<file path="src/rtl/adder_seq.sv">
`default_nettype none
// ============================================================================
//  Module      : adder_seq (with helper adder_nbit)
//  Description : Multi-cycle adder. A request (a, b, cin) accepted in IDLE is
//                added SLICE bits per cycle through a single (SLICE+1)-bit
//                slice adder, least-significant slice first, with the carry
//                held in a register between cycles. The result is held in
//                DONE until the consumer takes it.
//  Ports       : clk        rising-edge clock
//                rst_n      asynchronous active-low reset
//                in_valid   request valid            in_ready  accept possible
//                a, b       WIDTH-bit operands       cin       carry-in
//                sub        (ADDER_SEQ_SUB_EN only) 1 = compute a - b
//                out_valid  result valid             out_ready consumer ready
//                sum        WIDTH-bit result         cout      carry-out
//  Options     : ADDER_SEQ_SUB_EN -- define to add the sub port and the
//                operand-B inversion used for subtraction.
//  Revision    : 1.0 - initial release
// ============================================================================

// ----------------------------------------------------------------------------
// adder_nbit: combinational WIDTH-bit adder, carry-out discarded (callers
// widen the operands by one bit and read the carry from the result MSB).
// IMPL_TYPE 0 = behavioural add, otherwise explicit ripple-carry chain.
// ----------------------------------------------------------------------------
module adder_nbit #(
    parameter int WIDTH     = 9,
    parameter int IMPL_TYPE = 0
) (
    input  logic [WIDTH-1:0] a,
    input  logic [WIDTH-1:0] b,
    input  logic             cin,
    output logic [WIDTH-1:0] sum
);

    generate
        if (IMPL_TYPE == 0) begin : g_behav
            assign sum = a + b + {{(WIDTH-1){1'b0}}, cin};
        end else begin : g_ripple
            logic [WIDTH-1:0] w_c;
            assign w_c[0] = cin;
            for (genvar i = 0; i < WIDTH; i++) begin : g_bit
                assign sum[i] = a[i] ^ b[i] ^ w_c[i];
                if (i < WIDTH - 1) begin : g_carry
                    assign w_c[i+1] = (a[i] & b[i]) | (w_c[i] & (a[i] ^ b[i]));
                end
            end
        end
    endgenerate

endmodule

// ----------------------------------------------------------------------------
// adder_seq
// ----------------------------------------------------------------------------
module adder_seq #(
    parameter int WIDTH     = 32,
    parameter int SLICE     = 8,
    parameter int IMPL_TYPE = 0
) (
    input  logic             clk,
    input  logic             rst_n,
    input  logic             in_valid,
    output logic             in_ready,
    input  logic [WIDTH-1:0] a,
    input  logic [WIDTH-1:0] b,
    input  logic             cin,
`ifdef ADDER_SEQ_SUB_EN
    input  logic             sub,
`endif
    output logic             out_valid,
    input  logic             out_ready,
    output logic [WIDTH-1:0] sum,
    output logic             cout
);

    localparam int c_N     = WIDTH / SLICE;
    // Keep the index at least one bit wide so N == 1 still elaborates.
    localparam int c_IDX_W = (c_N > 1) ? $clog2(c_N) : 1;
    localparam logic [c_IDX_W-1:0] c_IDX_LAST = c_IDX_W'(c_N - 1);
    localparam logic [c_IDX_W-1:0] c_IDX_ONE  = c_IDX_W'(1);

    typedef enum logic [1:0] {
        IDLE = 2'd0,
        RUN  = 2'd1,
        DONE = 2'd2
    } state_t;

    state_t             r_state;
    logic               r_in_ready;
    logic               r_out_valid;
    logic [WIDTH-1:0]   r_a;
    logic [WIDTH-1:0]   r_b;
    logic [WIDTH-1:0]   r_sum;
    logic               r_cout;
    logic               r_carry;
    logic [c_IDX_W-1:0] r_idx;

    logic [SLICE-1:0]   w_a_slice;
    logic [SLICE-1:0]   w_b_slice;
    logic [SLICE:0]     w_slice_sum;

    // Operand B and carry-in as loaded on accept; subtraction is a + ~b + 1.
    logic [WIDTH-1:0]   w_b_load;
    logic               w_carry_load;

`ifdef ADDER_SEQ_SUB_EN
    assign w_b_load     = sub ? ~b : b;
    assign w_carry_load = sub ? 1'b1 : cin;
`else
    assign w_b_load     = b;
    assign w_carry_load = cin;
`endif

    // Select the operand slice addressed by the current index.
    always_comb begin
        w_a_slice = '0;
        w_b_slice = '0;
        for (int s = 0; s < c_N; s++) begin
            if (r_idx == c_IDX_W'(s)) begin
                w_a_slice = r_a[s*SLICE +: SLICE];
                w_b_slice = r_b[s*SLICE +: SLICE];
            end
        end
    end

    // One extra bit on each operand so sum[SLICE] is the slice carry-out.
    adder_nbit #(
        .WIDTH     (SLICE + 1),
        .IMPL_TYPE (IMPL_TYPE)
    ) u_slice_add (
        .a   ({1'b0, w_a_slice}),
        .b   ({1'b0, w_b_slice}),
        .cin (r_carry),
        .sum (w_slice_sum)
    );

    always_ff @(posedge clk or negedge rst_n) begin
        if (!rst_n) begin
            r_state     <= IDLE;
            r_in_ready  <= 1'b1;
            r_out_valid <= 1'b0;
            r_a         <= '0;
            r_b         <= '0;
            r_sum       <= '0;
            r_cout      <= 1'b0;
            r_carry     <= 1'b0;
            r_idx       <= '0;
        end else begin
            case (r_state)
                IDLE: begin
                    if (in_valid) begin
                        r_a        <= a;
                        r_b        <= w_b_load;
                        r_carry    <= w_carry_load;
                        r_idx      <= '0;
                        r_state    <= RUN;
                        r_in_ready <= 1'b0;
                    end
                end
                RUN: begin
                    for (int s = 0; s < c_N; s++) begin
                        if (r_idx == c_IDX_W'(s)) begin
                            r_sum[s*SLICE +: SLICE] <= w_slice_sum[SLICE-1:0];
                        end
                    end
                    r_carry <= w_slice_sum[SLICE];
                    if (r_idx == c_IDX_LAST) begin
                        r_idx       <= '0;
                        r_cout      <= w_slice_sum[SLICE];
                        r_state     <= DONE;
                        r_out_valid <= 1'b1;
                    end else begin
                        r_idx <= r_idx + c_IDX_ONE;
                    end
                end
                DONE: begin
                    if (out_ready) begin
                        r_state     <= IDLE;
                        r_out_valid <= 1'b0;
                        r_in_ready  <= 1'b1;
                    end
                end
                default: begin
                    r_state     <= IDLE;
                    r_out_valid <= 1'b0;
                    r_in_ready  <= 1'b1;
                end
            endcase
        end
    end

    assign in_ready  = r_in_ready;
    assign out_valid = r_out_valid;
    assign sum       = r_sum;
    assign cout      = r_cout;

endmodule
`default_nettype wire

</file>
<file path="config.mk">
export PLATFORM = sky130hd
export DESIGN_NAME = adder_seq
export DESIGN_NICKNAME = d
export VERILOG_FILES = /design/src/rtl/adder_seq.sv
export SDC_FILE = /design/constraint.sdc
export NUM_CORES = 1
export LEC_CHECK = 0
export ABC_AREA = 1
export CORE_MARGIN = 2
export CORE_UTILIZATION = 25
export CTS_CLUSTER_SIZE = 14
export DETAILED_ROUTE_END_ITERATION = 7
export HOLD_SLACK_MARGIN = 0.1
export PLACE_DENSITY = 0.49
export SYNTH_ARGS = -nofsm -noshare
export SYNTH_HDL_FRONTEND = slang
export SYNTH_HIERARCHICAL = 1
export SYNTH_SLANG_ARGS = --single-unit
</file>
<file path="constraint.sdc">
create_clock -name clk -period 8 [get_ports clk]
set_input_delay 0.8 -clock clk [delete_from_list [all_inputs] [get_ports clk]]
set_output_delay 0.8 -clock clk [all_outputs]
set_load 0.05 [all_outputs]
</file>
======== After elaboration in Yosys (flattened, before gate mapping) ========
Cells that the tools add are included.
cells by class
  $add $sub $neg .......................... 3
  $mul .................................... 0
  div/mod/pow operators ................... 0
  $lt $le $gt $ge ......................... 0
  equal/unequal tests ..................... 8
  shift operators ......................... 0
  multiplexer cells ....................... 23
  bitwise logic cells ..................... 2
  reductions and logical operators ........ 12
operators by type and width
  operator             count
  $mux 8               8
  $reduce_and 2->1     6
  $mux 2               5
  $add 8x8->9          1
  $add 9x1->9          1
  $reduce_and 3->1     3
  $eq 2x2->1 const B   3
  $ne 2x2->1 const B   3
  $pmux 1 s3           2
  $pmux 2 s3           1
  $mux 1               5
  $eq 2x1->1 const B   2
  $logic_not 2->1      2
  $pmux 2 s2           1
  $add 2x1->2 const B  1
  $not 1->1            2
  $pmux 1 s2           1
  $reduce_bool 2->1    1
storage, ports and cells
  register bits after elaboration ......... 104
  bits in latches ......................... 0
  bits in writable memories ............... 0
  ROM bits ................................ 0
  input bits .............................. 69
  output and inout bits ................... 35
  logic and storage cells ................. 60
  memories ................................ 0

======== Logic depth before layout (Yosys ltp) ========
Gate-level depths: netlist (run 1).
  word-level depth ........................ 8
  gate-level depth with buffers ........... 19
  mapped depth without buffers ............ 17

======== Cells and area by module ========
The synthesis (run 1) kept the hierarchy.
by module, submodules not included
  module      times used  cells an instance  area each (µm²)  seq. area each (µm²)
  adder_seq   1           551                4648.2           2603.7
  adder_nbit  1           71                 424.2            0.0

======== Least setup slack after synthesis (run 1) ========
Ideal clock, no wire load.
  kind .................................... register to register
  from .................................... register r_idx[1]
  to ...................................... register r_sum[22], in the netlist sum[22]
  library setup time ...................... 0.124 ns
  arrival ................................. 2.686 ns
  required time ........................... 7.876 ns
  path slack .............................. 5.190 ns
  stages on the path, launching flop included .. 20
  buffers on the path ..................... 2
  clock period less this slack ............ 2.810 ns
  path through ............................ dfrtp_1 inv_1 ha_1 buf_2 inv_1 buf_2 nand3_1 nand2_1 nand2_1 nand2_1 fa_1 fa_1 nand2_1 nand2_2 nand3b_1 nand2_1 nand2_1 nand2_1 inv_1 o21ai_1
between the ends
  longest elaborated chain between the ends .. 7
  elaborated cells on any way between the ends .. 15
  classes of those cells .................. add/sub (2); eq/ne (3); mux (8); reduce/logical (2)
RTL lines
  item                             line  text
  from (decl)                      97    logic [c_IDX_W-1:0] r_idx;
  from (signal assigned)           174   r_idx <= r_idx + c_IDX_ONE;
  $logic_not 2->1                  120   if (r_idx == c_IDX_W'(s)) begin
  $mux 8 (3 in a row)              120
  $mux 8 *                         120
  named net w_a_slice[0]           99    logic [SLICE-1:0] w_a_slice;
  $add 8x8->9 *                    38    assign sum = a + b + {{(WIDTH-1){1'b0}}, cin};
  $add 9x1->9 *                    38
  named net w_slice_sum[6]         101   logic [SLICE:0] w_slice_sum;
  to (signal, indexed assignment)  164   r_sum[s*SLICE +: SLICE] <= w_slice_sum[SLICE-1:0];
  to (decl)                        94    logic [WIDTH-1:0] r_sum;
Mark *: on every way through the listed nets, which the timed path passes. The rest lies on a longest branch.
A chain may end at the register's enable or synchronous reset.

======== Worst setup path in the final report (run 1) ========
Ends and elaborated chain as after synthesis.

==> results.cfg, run 1 <==
[route]
detailroute.wirelength.met3_um = 552
wl_per_cell_um = 13.4
drc = 0
finalWirelength_um = 13200
dr_total_vias = 4000
antenna_left = 0
dr.first_iter.drc_count = 212
drt_first_pass_iters = 4
highest_layer = met4
wl_met2_um = 5630
avgViaCountPerCell = 4.07
drt-met1-wl_um = 6870

[critical_path]
arrival_ns = 3.79
crit_fanout = 18
r2r_start = r_idx[1]
rrSetupSlack_ns = 4.44
endpoint_kind = register
rr_endpoint = sum[22]
ff2ff_path_depth = 17
worstPathRequired_ns = 8.23
cp-start-kind = register
path_class = register to register

[sta]
hold_viol = 0
fin_crit_ns = 3.56
clock_skew_ns = 0.00654
final.setup.tns_ns = 0
finalSetupViolCount = 0
rsz0062_at_grt = no
worstMarginPinSlew_ns = 1.15
fin_crit_sh_pct = 44.5
fin_ws_ns = 4.44
max_freq_mhz = 281
slew-limit-headroom_pct = 23.3
maxSlewViolCount = 0

[logic_synthesis]
ys_ff_latch = 104
avgSynthCellArea_um2 = 8.15
syn_area_mm2 = 0.00507
synth_top_area_share_pct = 50.8
yosys_most_used_dff = dfrtp_1
synth_area_leaders = dfrtp_1, nand2_1, a21oi_1
syn_inst = 622
yosys_warnings = 6
synth_most_common_cell = nand2_1
synth-async-reset-ratio_pct = 100
seq_area_frac_synth_pct = 51.3
yosysUniqueCellTypes = 29
synth_area_leader_cell = dfrtp_1
synth_common_cells = nand2_1, dfrtp_1, inv_1, a21oi_1, o21ai_1
synth_edf_count = 0

[pwr]
p_switching_uw = 1620
peakVddDrop_mv = 0.139
intPower_uw = 1620
leakagePower_uw = 0.00323
power_frac_comb_pct = 58.1
clockPowerShare_pct = 13.3
netSwitchingFraction_pct = 50.0
power_density_mw_per_mm2 = 495
seqPwrFrac_pct = 28.6

[placed_design]
place_congestion = 0.753
io_buffers = 103
place_worst_setup_slack_ns = 4.42
dp_hpwl_um = 9570

[finish]
multi_input_area_mm2 = 0.00211
drive_gt1_share_pct = 6.44
area.growth.synth_to_final_pct = 29.2
antenna_cells = 0
final.fill_count = 2137
seqCellArea_mm2 = 0.00260
nets = 791

[clocking]
ctsResizeCount = 0
cts.clk_slew.worst_paths_ns = 0.07
post_cts_buffers = 0
clkLatencyLatePin_ns = 0.35
root_buffer = clkbuf_16
clock_sinks = 104
ctsLongestPathBuffers = 2
holdBufCountCts = 0
cts_tree = yes
numCtsBuffers = 9
htreeDepth = 3

[floorplan]
core_mm2 = 0.0201
die_w_um = 146
start_util_pct = 25.2
pin_count = 104
dieArea_mm2 = 0.0214
rows = 52
die_y_um = 146

[flow_run]
maxCapViolCount = 0

[global_route]
track_usage_pct = 13.0
grt_max_degree = 82
grt_pass1_wl_um = 21900
grt_pass1_vias = 4041
grt-ovfl-total = 0
antenna_found_initial = 0

[status]
status = complete, no violations

[worst_hold_path]
hp-class = input pin to asynchronous set/reset pin
[layout make-up]
class / instances / share of cell area, %
repair buffers: 105 / 15.9
clock buffers: 11 / 3.86
inverters: 44 / 2.56
well taps: 270 / 5.15
flip-flops and latches: 104 / 39.7
multi-input cells: 445 / 32.2
clock inverters: 5 / 0.611
[sequential cells by signal, indices dropped and copies added (netlist names)]
signal	count
cout	1
in_ready	1
out_valid	1
r_a	32
r_b	32
r_carry	1
r_idx	2
r_state	2
sum	32
[how the worst max path moves through the flow]
stage / from / end / slack (ns) / depth (start not counted)
5_1_grt: r_idx[1] / sum[22] / 4.05 / 17
6_report: r_idx[1] / sum[22] / 4.44 / 17
3_3_place_gp: r_idx[1] / sum[22] / 4.44 / 17
2_1_floorplan: r_idx[1] / sum[22] / 5.19 / 19
3_5_place_dp: r_idx[1] / sum[22] / 4.42 / 17
4_1_cts: r_idx[1] / sum[22] / 4.40 / 17
[cell usage in the layout (no fill, tap or decap), drive strengths merged, types with 6 or more instances in the layout]
master	count
a21oi	35
clkbuf	11
clkdlybuf4s50	102
dfrtp	103
ha	11
inv	45
nand2	303
nand3	26
nor2	6
o21ai	51
[metrics by stage]
stage | std cells | area (um^2) | hold WS (ns) | total power (uW) | utilization, %
after CTS | 984 | 6560 | 0.417 | 3300 | 32.6
after global routing | 984 | 6560 | 0.442 | 3560 | 32.6
after floorplan | 623 | 5080 | 0.449 | 2320 | -
after global placement | 968 | 6260 | 0.461 | 2840 | 31.1
after detailed placement | 968 | 6260 | 0.467 | 2850 | 31.1
final | 984 | 6560 | 0.401 | 3240 | 32.6
[logic make-up after synthesis]
logic type | count (synthesis) | synth area share [%]
compound gates | 87 | 9.74
xor+xnor | 4 | 1.06
fa+ha+maj | 13 | 3.50
buf+inv | 74 | 7.15
flops | 104 | 51.3
other cells | 1 | 0.0739
simple gates | 339 | 27.1
[critical path, stage by stage, from the launching register on]
cell and delay, ns:
dfrtp_1 0.41, inv_1 0.09, ha_1 0.62, inv_1 0.43, nand3_1 0.16, nand2_1 0.07
nand2_1 0.06, nand2_1 0.07, fa_1 0.47, fa_1 0.41, nand2_1 0.09, nand2_2 0.07
nand3b_1 0.10, nand2_1 0.05, nand2_1 0.05, nand2_1 0.04, inv_1 0.14, o21ai_1 0.09
[power groups by stage]
stage          logic, uW  clock network [uW]  registers [uW]
2_1_floorplan       1160                   0            1160
3_3_place_gp        1910                   0             937
3_5_place_dp        1910                   0             937
4_1_cts             1920                 449             929
5_1_grt             2140                 467             958
6_report            1880                 433             926
[per-layer routing]
metal / track usage, % / vias to the layer above
li1: - / 2120
met1: 19.4 / 1771
met2: 19.0 / 96
met3: 2.78 / 13
met4: 3.64 / 0
met5: 0 / -
(Power assumes the default switching activity.)
==> run 2, diff against run 1 <==
==> constraint.sdc (replaced) <==
create_clock -name clk -period 3.36 [get_ports clk]
set_input_delay 0.336 -clock clk [delete_from_list [all_inputs] [get_ports clk]]
set_output_delay 0.336 -clock clk [all_outputs]
set_load 0.05 [all_outputs]
==> results.cfg, run 2 (synthesis gave the netlist of run 1 again) <==
[status]
status = complete, no violations

[route]
avgViaCountPerCell = 4.14
drt_first_pass_iters = 4
wl_per_cell_um = 13.7
antenna_left = 0
dr_total_vias = 4113
finalWirelength_um = 13600
dr.first_iter.drc_count = 254
drc = 0

[critical_path]
crit_family = adder cells
worstPathCellList = inv_1, ha_1, inv_1, nand3_1, nand2_1, nand2_1, nand2_1, fa_1, fa_1, nand2_1, nand2_2, nand3b_1, nand2_1, nand2_1, nand2_1, inv_1, o21ai_1
path_class = register to register
worstPathRequired_ns = 3.59
endpoint_kind = register
cp_num_buf_inv = 3
cp-start-kind = register
arrival_ns = 3.22
crit_fanout = 9
crit_path_top_delay_cell = fa_1
max_stage_delay_ns = 0.47
cpMostUsedCell = nand2_1

[placed_design]
dp_hpwl_um = 10000
place_congestion = 0.773
io_buffers = 103

[finish]
drive_gt1_share_pct = 7.61
multi_input_area_mm2 = 0.00211
area.growth.synth_to_final_pct = 31.2
antenna_cells = 0
final_cell_mix = nand2_1, dfrtp_1, clkdlybuf4s50_1
final_common_cell = nand2_1
postLayoutCoreUtil_pct = 33.1
final.fill_count = 2114
seqCellArea_mm2 = 0.00260
nets = 801

[clocking]
numCtsBuffers = 9
ctsResizeCount = 0
ctsLongestPathBuffers = 2
holdBufCountCts = 0
htreeDepth = 3
clock_sinks = 104
clkLatencyLatePin_ns = 0.35
root_buffer = clkbuf_16
post_cts_buffers = 0
cts_tree = yes
cts.clk_slew.worst_paths_ns = 0.07

[sta]
hold_viol = 0
final.setup.tns_ns = 0
finalSetupViolCount = 0
fin_crit_ns = 2.99
clock_skew_ns = 0.00673
slew-limit-headroom_pct = 35.8
rsz0062_at_grt = no
fin_crit_sh_pct = 88.9
maxSlewViolCount = 0
max_freq_mhz = 335
worstMarginPinSlew_ns = 0.963

[floorplan]
core_mm2 = 0.0201
pin_count = 104
dieArea_mm2 = 0.0214
die_y_um = 146
rows = 52
start_util_pct = 25.2
die_w_um = 146

[pwr]
leakagePower_uw = 0.00329
total_power_uw = 7880
peakVddDrop_mv = 0.375
power_density_mw_per_mm2 = 1180

[global_route]
grt_max_degree = 75
grt-ovfl-total = 0
grt_pass1_wl_um = 21900
grt_pass1_vias = 4018
track_usage_pct = 13.2
antenna_found_initial = 0

[flow_run]
maxCapViolCount = 0

[worst_hold_path]
hp-class = input pin to asynchronous set/reset pin
[run 2: cell count changes in the layout (fill, tap and decap cells not counted)]
| cell | delta |
|---|---|
| buf_12 | +1 |
| buf_4 | +9 |
| bufinv_16 | +1 |
| clkinv_4 | -1 |
| clkinvlp_4 | -1 |
| inv_6 | +1 |
| inv_8 | -1 |
[run 2: final timing paths]
kind / cells past startpoint / from / slack, ns / end
max: 17 / r_idx[1] / 0.37 / sum[6]
min: 1 / rst_n / 0.13 / r_b[17]
max reg2reg: 17 / r_idx[1] / 0.37 / sum[6]
min reg2reg: 2 / in_ready / 0.47 / in_ready
max in group asynchronous: 2 / rst_n / 2.40 / r_a[2]
min in group clk: 2 / in_ready / 0.47 / in_ready
[run 2: per-stage QoR]
step | cells | setup WS [ns] | hold WS [ns] | area, um^2
4_1_cts | 993 | 0.376 | 0.181 | 6650
3_5_place_dp | 978 | 0.394 | 0.463 | 6350
3_3_place_gp | 978 | 0.488 | 0.460 | 6350
5_1_grt | 993 | 0.0566 | 0.228 | 6650
6_report | 993 | 0.371 | 0.134 | 6650
2_1_floorplan | 623 | 0.550 | 0.0404 | 5080
[run 2: routing by layer]
layer | share of wire (%) | GRT usage, %
met5 | 0 | 0
met4 | 1.2 | 3.79
met3 | 4.2 | 3.03
met2 | 42 | 18.8
met1 | 52 | 19.7
[run 2: power breakdown]
part	switching [uW]	internal [uW]
Sequential	345	1850
Combinational	3080	1510
Clock	480	616
Total	3900	3980
[run 2: area by class of cell]
type,count,area share [%]
multi-input cells,445,31.7
repair buffers,115,17.0
inverters,44,2.52
clock buffers,11,3.80
flip-flops and latches,104,39.1
well taps,270,5.08
clock inverters,4,0.771
[run 2: worst reg2reg max path: stages, from the launching register on]
cell,delay [ns]
dfrtp_1,0.41
inv_1,0.09
ha_1,0.30
inv_1,0.22
nand3_1,0.13
nand2_1,0.06
nand2_1,0.05
nand2_1,0.07
fa_1,0.47
fa_1,0.41
nand2_1,0.10
nand2_2,0.07
nand3b_1,0.10
nand2_1,0.06
nand2_1,0.05
nand2_1,0.05
inv_1,0.14
o21ai_1,0.10
